## src/rtl/codec_cfg_seq.sv

```systemverilog
// codec_cfg_seq: I2C master that writes a fixed 7-entry register table to the CODEC after a start pulse.
// Define CODEC_CFG_RETRY_EN to retry a NACKed entry up to 3 times before flagging an error.
module codec_cfg_seq #(
    parameter int         CLK_DIV  = 46,
    parameter logic [6:0] DEV_ADDR = 7'h1A
) (
    input  logic       bclk,
    input  logic       rst_n,
    input  logic       start,
    input  logic       sda_in,
    output logic       scl_oe,
    output logic       sda_oe,
    output logic       busy,
    output logic       cfg_done,
    output logic       cfg_err,
    output logic [2:0] err_idx
);
    localparam int PW = (CLK_DIV > 1) ? $clog2(CLK_DIV) : 1;
    localparam logic [PW-1:0] PH_LAST = PW'(CLK_DIV - 1);
    // {reg[6:0], data[8:0]}; R7 = master mode, left-justified, 16-bit
    localparam logic [15:0] TBL [8] = '{
        {7'd15, 9'h000}, {7'd4, 9'h014}, {7'd5, 9'h000}, {7'd6, 9'h000},
        {7'd7, 9'h041}, {7'd8, 9'h000}, {7'd9, 9'h001}, 16'h0000
    };

    typedef enum logic [2:0] {IDLE, START, BIT, ACK, STOP, GAP, DONE, ERR} state_t;

    state_t          st_q, st_d;
    logic [PW-1:0]   ph_q, ph_d;
    logic [1:0]      pi_q, pi_d;
    logic [2:0]      bit_q, bit_d;
    logic [1:0]      byte_q, byte_d;
    logic [2:0]      idx_q, idx_d;
    logic [2:0]      err_q, err_d;
    logic            nack_q, nack_d;
`ifdef CODEC_CFG_RETRY_EN
    logic [1:0]      try_q, try_d;
`endif
    logic [15:0]     ent;
    logic [7:0]      byte_v;
    logic            bit_v, ph_end, st_end;

    assign busy     = st_q != IDLE && st_q != DONE && st_q != ERR;
    assign scl_oe   = (st_q == BIT || st_q == ACK) && (pi_q == 2'd0 || pi_q == 2'd3);
    assign sda_oe   = st_q == START || (st_q == BIT && !bit_v) || (st_q == STOP && pi_q == 2'd0);
    assign cfg_done = st_q == DONE;
    assign cfg_err  = st_q == ERR;
    assign err_idx  = err_q;

    always_ff @(posedge bclk) begin
        if (!rst_n) begin
            st_q   <= IDLE;
            ph_q   <= '0;
            pi_q   <= '0;
            bit_q  <= '0;
            byte_q <= '0;
            idx_q  <= '0;
            err_q  <= '0;
            nack_q <= 1'b0;
`ifdef CODEC_CFG_RETRY_EN
            try_q  <= '0;
`endif
        end else begin
            st_q   <= st_d;
            ph_q   <= ph_d;
            pi_q   <= pi_d;
            bit_q  <= bit_d;
            byte_q <= byte_d;
            idx_q  <= idx_d;
            err_q  <= err_d;
            nack_q <= nack_d;
`ifdef CODEC_CFG_RETRY_EN
            try_q  <= try_d;
`endif
        end
    end

    always_comb begin
        ent    = TBL[idx_q];
        byte_v = byte_q == 2'd0 ? {DEV_ADDR, 1'b0} : byte_q == 2'd1 ? ent[15:8] : ent[7:0];
        bit_v  = byte_v[3'd7 - bit_q];
        ph_end = ph_q == PH_LAST;
        // START and STOP are two phases long, the other active states four
        st_end = ph_end && pi_q == ((st_q == START || st_q == STOP) ? 2'd1 : 2'd3);
        st_d   = st_q;
        ph_d   = (!busy || ph_end) ? '0 : ph_q + PW'(1);
        pi_d   = (!busy || st_end) ? 2'd0 : ph_end ? pi_q + 2'd1 : pi_q;
        bit_d  = bit_q;
        byte_d = byte_q;
        idx_d  = idx_q;
        err_d  = err_q;
        nack_d = (st_q == ACK && ph_end && pi_q == 2'd2) ? sda_in : nack_q;
`ifdef CODEC_CFG_RETRY_EN
        try_d  = try_q;
`endif
        case (st_q)
            IDLE: if (start) st_d = START;
            START: if (st_end) begin
                st_d   = BIT;
                bit_d  = '0;
                byte_d = '0;
                nack_d = 1'b0;
            end
            BIT: if (st_end) begin
                st_d  = bit_q == 3'd7 ? ACK : BIT;
                bit_d = bit_q == 3'd7 ? bit_q : bit_q + 3'd1;
            end
            ACK: if (st_end) begin
                st_d   = (byte_q == 2'd2 || nack_q) ? STOP : BIT;
                byte_d = (byte_q == 2'd2 || nack_q) ? byte_q : byte_q + 2'd1;
                bit_d  = '0;
            end
            STOP: if (st_end) st_d = GAP;
            GAP: if (st_end) begin
                st_d  = nack_q ? ERR : idx_q == 3'd6 ? DONE : START;
                idx_d = (nack_q || idx_q == 3'd6) ? idx_q : idx_q + 3'd1;
`ifdef CODEC_CFG_RETRY_EN
                st_d  = (nack_q && try_q != 2'd3) ? START : st_d;
                try_d = (nack_q && try_q != 2'd3) ? try_q + 2'd1 : 2'd0;
`endif
                err_d = st_d == ERR ? idx_q : err_q;
            end
            default: st_d = st_q;
        endcase
    end
endmodule

```

## config.mk

```make
export PLATFORM = sky130hd
export DESIGN_NAME = codec_cfg_seq
export DESIGN_NICKNAME = d
export VERILOG_FILES = /design/src/rtl/codec_cfg_seq.sv
export SDC_FILE = /design/constraint.sdc
export NUM_CORES = 1
export LEC_CHECK = 0
export ABC_AREA = 1
export BUFFER_PORTS_ARGS = -buffer_cell sky130_fd_sc_hd__buf_2
export CAP_MARGIN = 15
export CORE_ASPECT_RATIO = 1.4
export CORE_UTILIZATION = 45
export DETAILED_ROUTE_END_ITERATION = 6
export PLACE_DENSITY = 0.74
export SYNTH_ARGS = -nofsm -noshare
export SYNTH_HDL_FRONTEND = slang
export SYNTH_SLANG_ARGS = --single-unit
export TNS_END_PERCENT = 5
```

## constraint.sdc

```tcl
create_clock -name bclk -period 2.4 [get_ports bclk]
set_input_delay 0.48 -clock bclk [delete_from_list [all_inputs] [get_ports bclk]]
set_output_delay 0.48 -clock bclk [all_outputs]
set_load 0.02 [all_outputs]
```

==> reports/qor.yml, run 1 <==
hold_violations: 0
drive_gt1_share_pct: 17.9
antenna_left: 0
critical_path.most_common_cell: "nand2_1"
crit_chain: "inv_1 -> ha_1 -> nand2_1 -> nand3_1 -> nand3_1 -> nand2_1 -> nand2_1 -> o21ai_0 -> nand2_1 -> nand2_1 -> nand2_1 -> buf_2"
rrSetupSlack_ns: 0.75
synth-seq-cells: 23
grt_pass1_wl_mm: 5.66
crit_buf_inv: 2
r2r_cells: 8
drt_iter0_markers: 21
grt_pass1_vias: 1408
nNetsFinal: 276
numCtsBuffers: 3
critical-path-top-delay-family: "simple AND/OR/NAND/NOR gates"
ys_warn_count: 0
r2r_end: "err_idx[1]"
rsz0062_at_grt: "no"
dieArea_um2: 3820
worst-path-max-fanout: 5
slowest_stage: "dfxtp_2"
clock-root-buffer: "clkbuf_8"
final_cell_mix: "52 x nand2_1, 49 x nor2_1, 29 x inv_1, 21 x dfxtp_1, 15 x nand3_1"
start_util_pct: 47.6
cp.arrival_ns: 1.77
place_hpwl_mm: 2.54
num_antenna_cells: 0
finalCritPeriodShare_pct: 93.6
netlist_area_um2: 1610
ys_seq_area_share_pct: 28.6
vias: 1473
clock_path_buffers: 2
synth_fp_nets: 263
leakage_nw: 0.802
setup_viol: 0
dpl.cell_count: 293
via_per_inst: 4.96
total_power_mw: 0.695
path_clk_slew_ns: 0.08
placed_area_um2: 1700
ys_top_cells_by_area: "dfxtp_1 29%, nand2_1 12%, nor2_1 11%"
hold_ws_ns: 0.502
drt_pass1_iterations: 6
drc: 0
num_io_pins: 12
io_buffers: 11
end_kind: "output port"
syn-instance-count: 245
crit_path_start_kind: "flip-flop"
worst_hold_path_type: "reg2reg"
fin_cells: 297
synth_top_cell_area_share_pct: 28.6
slew_violations: 0
syn_area_per_cell_um2: 6.56
powerDensity_nw_per_um2: 398
clock_skew_ns: 0.00540
final_area_um2: 1750
grt-ovfl-total: 0
hold_end: "ph_q[0]"
ir_worst_vdd_uv: 348
max_stage_delay_ns: 0.37
area_growth_pct: 8.56
r2r-start: "ph_q[0]"
relSlewSlack_pct: 75.6
gp_congestion: 0.896
grt_max_degree: 15
layout_commonest_cell: "nand2_1"
clock_sinks: 23
status: "finished clean"
std_cell_rows: 25
post_drt_wl_per_cell_um: 10.6
h-tree-depth: 1
worstHoldPathCells: 1
routed_wl_mm: 3.15
cp.required_ns: 1.92
finalSetupTns_ns: 0
synthDistinctLibCells: 27
worstHoldStart: "ph_q[0]"
cts_tree: "yes"
gr-usage-all-layers_pct: 19.4
synth_top_area_cell: "dfxtp_1"
antenna_found_initial: 0
postCtsSetupBuffers: 0
core_um2: 3380
fmax_mhz: 445
die_x_um: 52.5
clk_latency_ns: 0.27
path_class: "reg2out"
die_y_um: 72.7
worstMarginPinSlew_ns: 0.365
maxCapViolCount: 0
layout_min_cycle_time_ns: 2.25
## cells in the mapped netlist
| cell type | instances |
|---|---|
| a21oi_1 | 8 |
| buf_2 | 1 |
| buf_4 | 1 |
| clkbuf_1 | 1 |
| clkinv_2 | 1 |
| dfxtp_1 | 23 |
| ha_1 | 14 |
| inv_1 | 29 |
| inv_2 | 7 |
| nand2_1 | 52 |
| nand2_2 | 7 |
| nand2_4 | 1 |
| nand3_1 | 15 |
| nand3_2 | 4 |
| nand3_4 | 1 |
| nand4_1 | 4 |
| nor2_1 | 49 |
| nor2_2 | 3 |
| nor2_4 | 3 |
| nor3_1 | 2 |
| nor3_4 | 1 |
| o211ai_1 | 1 |
| o21ai_0 | 8 |
| o21ai_1 | 5 |
| or2_2 | 1 |
| xnor2_1 | 1 |
| xor2_1 | 2 |
## cell families after synthesis
kind of cell             synth area share (%)
AO/OA/AOI/OAI                            7.00
XOR/XNOR                                 1.63
adder cells (fa/ha/maj)                  10.9
buffers and inverters                    9.73
flip-flops                               28.6
AND/OR/NAND/NOR                          42.1
## through the flow
step           worst slack [ns]  util (%)
3_3_place_gp              0.410      50.2
5_1_grt                 0.00861      51.7
6_report                  0.154      51.7
2_1_floorplan             0.556         -
4_1_cts                  0.0692      51.6
3_5_place_dp              0.378      50.2
## per-layer routing
layer | up-vias | track usage (%) | wire length (µm)
li1 | 787 | - | -
met1 | 664 | 21.1 | 1360
met2 | 17 | 37.0 | 1690
met3 | 5 | 1.88 | 46
met4 | 0 | 7.31 | 55
met5 | - | 0 | 0
## worst max path at each step
stage	from	end	slack, ns	cells past startpoint
global route	idx_q[0]	sda_oe	0.009	11
finish	idx_q[0]	sda_oe	0.15	12
CTS	idx_q[0]	sda_oe	0.07	12
global placement	idx_q[0]	sda_oe	0.41	12
detailed placement	idx_q[0]	sda_oe	0.38	12
floorplan	idx_q[0]	sda_oe	0.56	11
## worst reg2reg max path: cells and delay by family (launching register included)
family	cells	cell delay (ns)
AND/OR/NAND/NOR	7	0.92
adder cells (fa/ha/maj)	1	0.21
flip-flops	1	0.42
## cell type report
cell class / instances / area, µm²
fillers: 353 / 1630
well taps: 40 / 50.0
repair buffers: 11 / 55.1
flip-flops and latches: 23 / 463
clock inverters: 1 / 5.00
inverters: 37 / 140
clock buffers: 3 / 41.3
multi-input cells: 182 / 991
## sequential cells by signal, indices dropped and copies added (netlist names)
name	cells
ph_q	6
bit_q	3
err_idx	3
idx_q	3
st_q	3
byte_q	2
pi_q	2
nack_q	1
## report_power, final
group / switching (mW) / internal, mW / leakage (nW)
Sequential: 0.00516 / 0.384 / 0.187
Combinational: 0.0398 / 0.0182 / 0.590
Clock: 0.131 / 0.116 / 0.0255
Total: 0.176 / 0.518 / 0.802
## timing repair
action,4_1_cts,5_1_grt
hold buffers,0,0
setup endpoints to repair,0,1
gates resized for setup,0,2
No activity file was read; power rests on OpenSTA's default activity.
==> run 2, diff against run 1 <==
--- a/config.mk
+++ b/config.mk
@@ -11,7 +11,6 @@
 export CORE_ASPECT_RATIO = 1.4
 export CORE_UTILIZATION = 45
 export DETAILED_ROUTE_END_ITERATION = 6
-export PLACE_DENSITY = 0.74
 export SYNTH_ARGS = -nofsm -noshare
 export SYNTH_HDL_FRONTEND = slang
 export SYNTH_SLANG_ARGS = --single-unit
==> run 2 against run 1 <==
Against the previous run: first-iteration DRC count increased by 100%; core utilization increased by 0.67 points; flip-flop and latch count unchanged; combinational power about the same; maximum frequency increased by 0.49%; critical path depth unchanged; worst setup slack improved by 0.011 ns; via count decreased by 0.61%; sequential share of layout area decreased by 0.20 points; clock skew increased by 0.0028 ns; power increased by 0.43%; largest cell class unchanged; largest power group unchanged.
==> reports/qor.yml, run 2 (synthesis results as in run 1) <==
p_sw_share_pct: 25.8  # was 25.4%
drc: 0  # unchanged
dieArea_um2: 3820  # unchanged
final_cell_mix: "52 x nand2_1, 49 x nor2_1, 29 x inv_1, 21 x dfxtp_1, 15 x nand3_1"  # unchanged
layout_commonest_cell: "nand2_1"  # unchanged
setup_ws_ns: 0.165  # was 0.154 ns
place_hpwl_mm: 2.60  # was 2.54 mm
setup_viol: 0  # unchanged
layout_min_cycle_time_ns: 2.23  # was 2.25 ns
post_drt_wl_per_cell_um: 11.1  # was 10.6 µm
hold_violations: 0  # unchanged
pre_cts_ws_ns: 0.362  # was 0.378 ns
register_area_um2: 465  # was 463 µm²
status: "finished clean"  # unchanged
clock-root-buffer: "clkbuf_8"  # unchanged
worst-path-max-fanout: 5  # unchanged
grt_pass1_wl_mm: 5.70  # was 5.66 mm
vias: 1464  # was 1,473
clock_skew_ns: 0.00822  # was 0.00540 ns
clk_latency_ns: 0.28  # was 0.27 ns
powerDensity_nw_per_um2: 395  # was 398 nW/µm²
largest_reg_flops: 6  # unchanged
p_seq_share_pct: 55.6  # was 56.0%
gp_congestion: 0.851  # was 0.896
gr-usage-all-layers_pct: 19.8  # was 19.4%
cp.arrival_ns: 1.75  # was 1.77 ns
num_antenna_cells: 0  # unchanged
grt_use_met2_pct: 34.9  # was 37.0%
grt-ovfl-total: 0  # unchanged
clock_path_buffers: 2  # unchanged
gr-max-usage-layer: "met2"  # unchanged
multi_input_area_um2: 1000  # was 991 µm²
num_io_pins: 12  # unchanged
met3_usage_pct: 2.71  # was 1.88%
clock_sinks: 23  # unchanged
worst_hold_path_type: "reg2reg"  # unchanged
leakage_nw: 0.809  # was 0.802 nW
path_clk_slew_ns: 0.08  # about the same
finalSetupTns_ns: 0  # unchanged
fin_cells: 298  # was 297
slew_violations: 0  # unchanged
drt_iter0_markers: 43  # was 21
ir_worst_vdd_uv: 352  # was 348 µV
drive_gt1_share_pct: 18.6  # was 17.9%
drt_pass1_iterations: 4  # was 6
std_cell_rows: 25  # unchanged
cp.required_ns: 1.92  # about the same
p_clk_share_pct: 36.1  # was 35.6%
die_y_um: 72.7  # unchanged
cts_tree: "yes"  # unchanged
path_class: "reg2out"  # unchanged
top_register: "ph_q"  # unchanged
h-tree-depth: 1  # unchanged
worstMarginPinSlew_ns: 0.312  # was 0.365 ns
dpl.cell_count: 294  # was 293
via_per_inst: 4.91  # was 4.96
maxCapViolCount: 0  # unchanged
use_met1_pct: 22.8  # was 21.1%
io_buffers: 11  # unchanged
area_growth_pct: 9.96  # was 8.56%
numCtsBuffers: 3  # unchanged
grt_max_degree: 15  # unchanged
power.internal_mw: 0.517  # was 0.518 mW
fmax_mhz: 448  # was 445 MHz
finalCritPeriodShare_pct: 93.1  # was 93.6%
crit_path_start_kind: "flip-flop"  # unchanged
core_um2: 3380  # unchanged
die_x_um: 52.5  # unchanged
start_util_pct: 47.6  # unchanged
antenna_found_initial: 0  # unchanged
antenna_left: 0  # unchanged
grt_pass1_vias: 1377  # was 1,408
switchingPower_mw: 0.180  # was 0.176 mW
fin_util_pct: 52.3  # was 51.7%
rsz0062_at_grt: "no"  # unchanged
fillCellCount: 356  # was 353
final_area_um2: 1770  # was 1750 µm²
combPwrFrac_pct: 8.3  # was 8.4%
end_kind: "output port"  # unchanged
nNetsFinal: 277  # was 276
routed_wl_mm: 3.30  # was 3.15 mm
placed_area_um2: 1700  # about the same
relSlewSlack_pct: 79.0  # was 75.6%
[run 2: cell types whose count changed in the layout (fill, tap and decap cells not counted), sizes merged]
cell,delta
buf,+1
[run 2: area by class of cell]
type	count	share of cell area (%)
clock buffers	3	2.34
clock inverters	1	0.283
inverters	37	7.93
multi-input cells	182	56.8
flip-flops and latches	23	26.3
well taps	40	2.83
repair buffers	12	3.54
[run 2: worst paths after layout]
check	endpoint	startpoint	slack, ns	depth (start not counted)
worst min-delay path	ph_q[0]	ph_q[0]	0.49	1
worst max-delay path	sda_oe	idx_q[0]	0.17	12
worst max register to register	idx_q[0]	ph_q[0]	0.77	8
worst min register to register	ph_q[0]	ph_q[0]	0.49	1
[run 2: what timing repair did]
item | CTS | global route
gates resized for setup | 0 | 4
hold buffers | 0 | 0
setup endpoints to repair | 0 | 1
setup buffers | 0 | 0
hold endpoints to repair | 0 | 0
[run 2: stage by stage]
stage | total power, mW | hold slack, ns
6_report | 0.698 | 0.491
4_1_cts | 0.708 | 0.499
5_1_grt | 0.731 | 0.515
3_3_place_gp | 0.457 | 0.470
2_1_floorplan | 0.442 | 0.444
3_5_place_dp | 0.457 | 0.480
[run 2: worst max-delay path, stage by stage (launching register included)]
cell	delay [ns]
dfxtp_4	0.37
inv_1	0.10
ha_4	0.29
nand2_1	0.05
nand3_1	0.09
nand3_1	0.07
nand2_1	0.07
nand2_1	0.04
o21ai_0	0.08
nand2_1	0.07
nand2_1	0.06
nand2_1	0.05
buf_2	0.16
[run 2: metal layers]
metal / vias to the layer above / routed length [µm]
met3: 6 / 56
li1: 789 / -
met5: - / 0
met4: 0 / 66
met2: 9 / 1690
met1: 660 / 1480
[run 2: power groups by stage]
stage	combinational, mW	clock, mW	sequential (mW)
floorplan	0.0449	0	0.397
global placement	0.0589	0	0.398
detailed placement	0.0589	0	0.398
CTS	0.0592	0.259	0.389
global route	0.0671	0.275	0.389
finish	0.0582	0.252	0.388
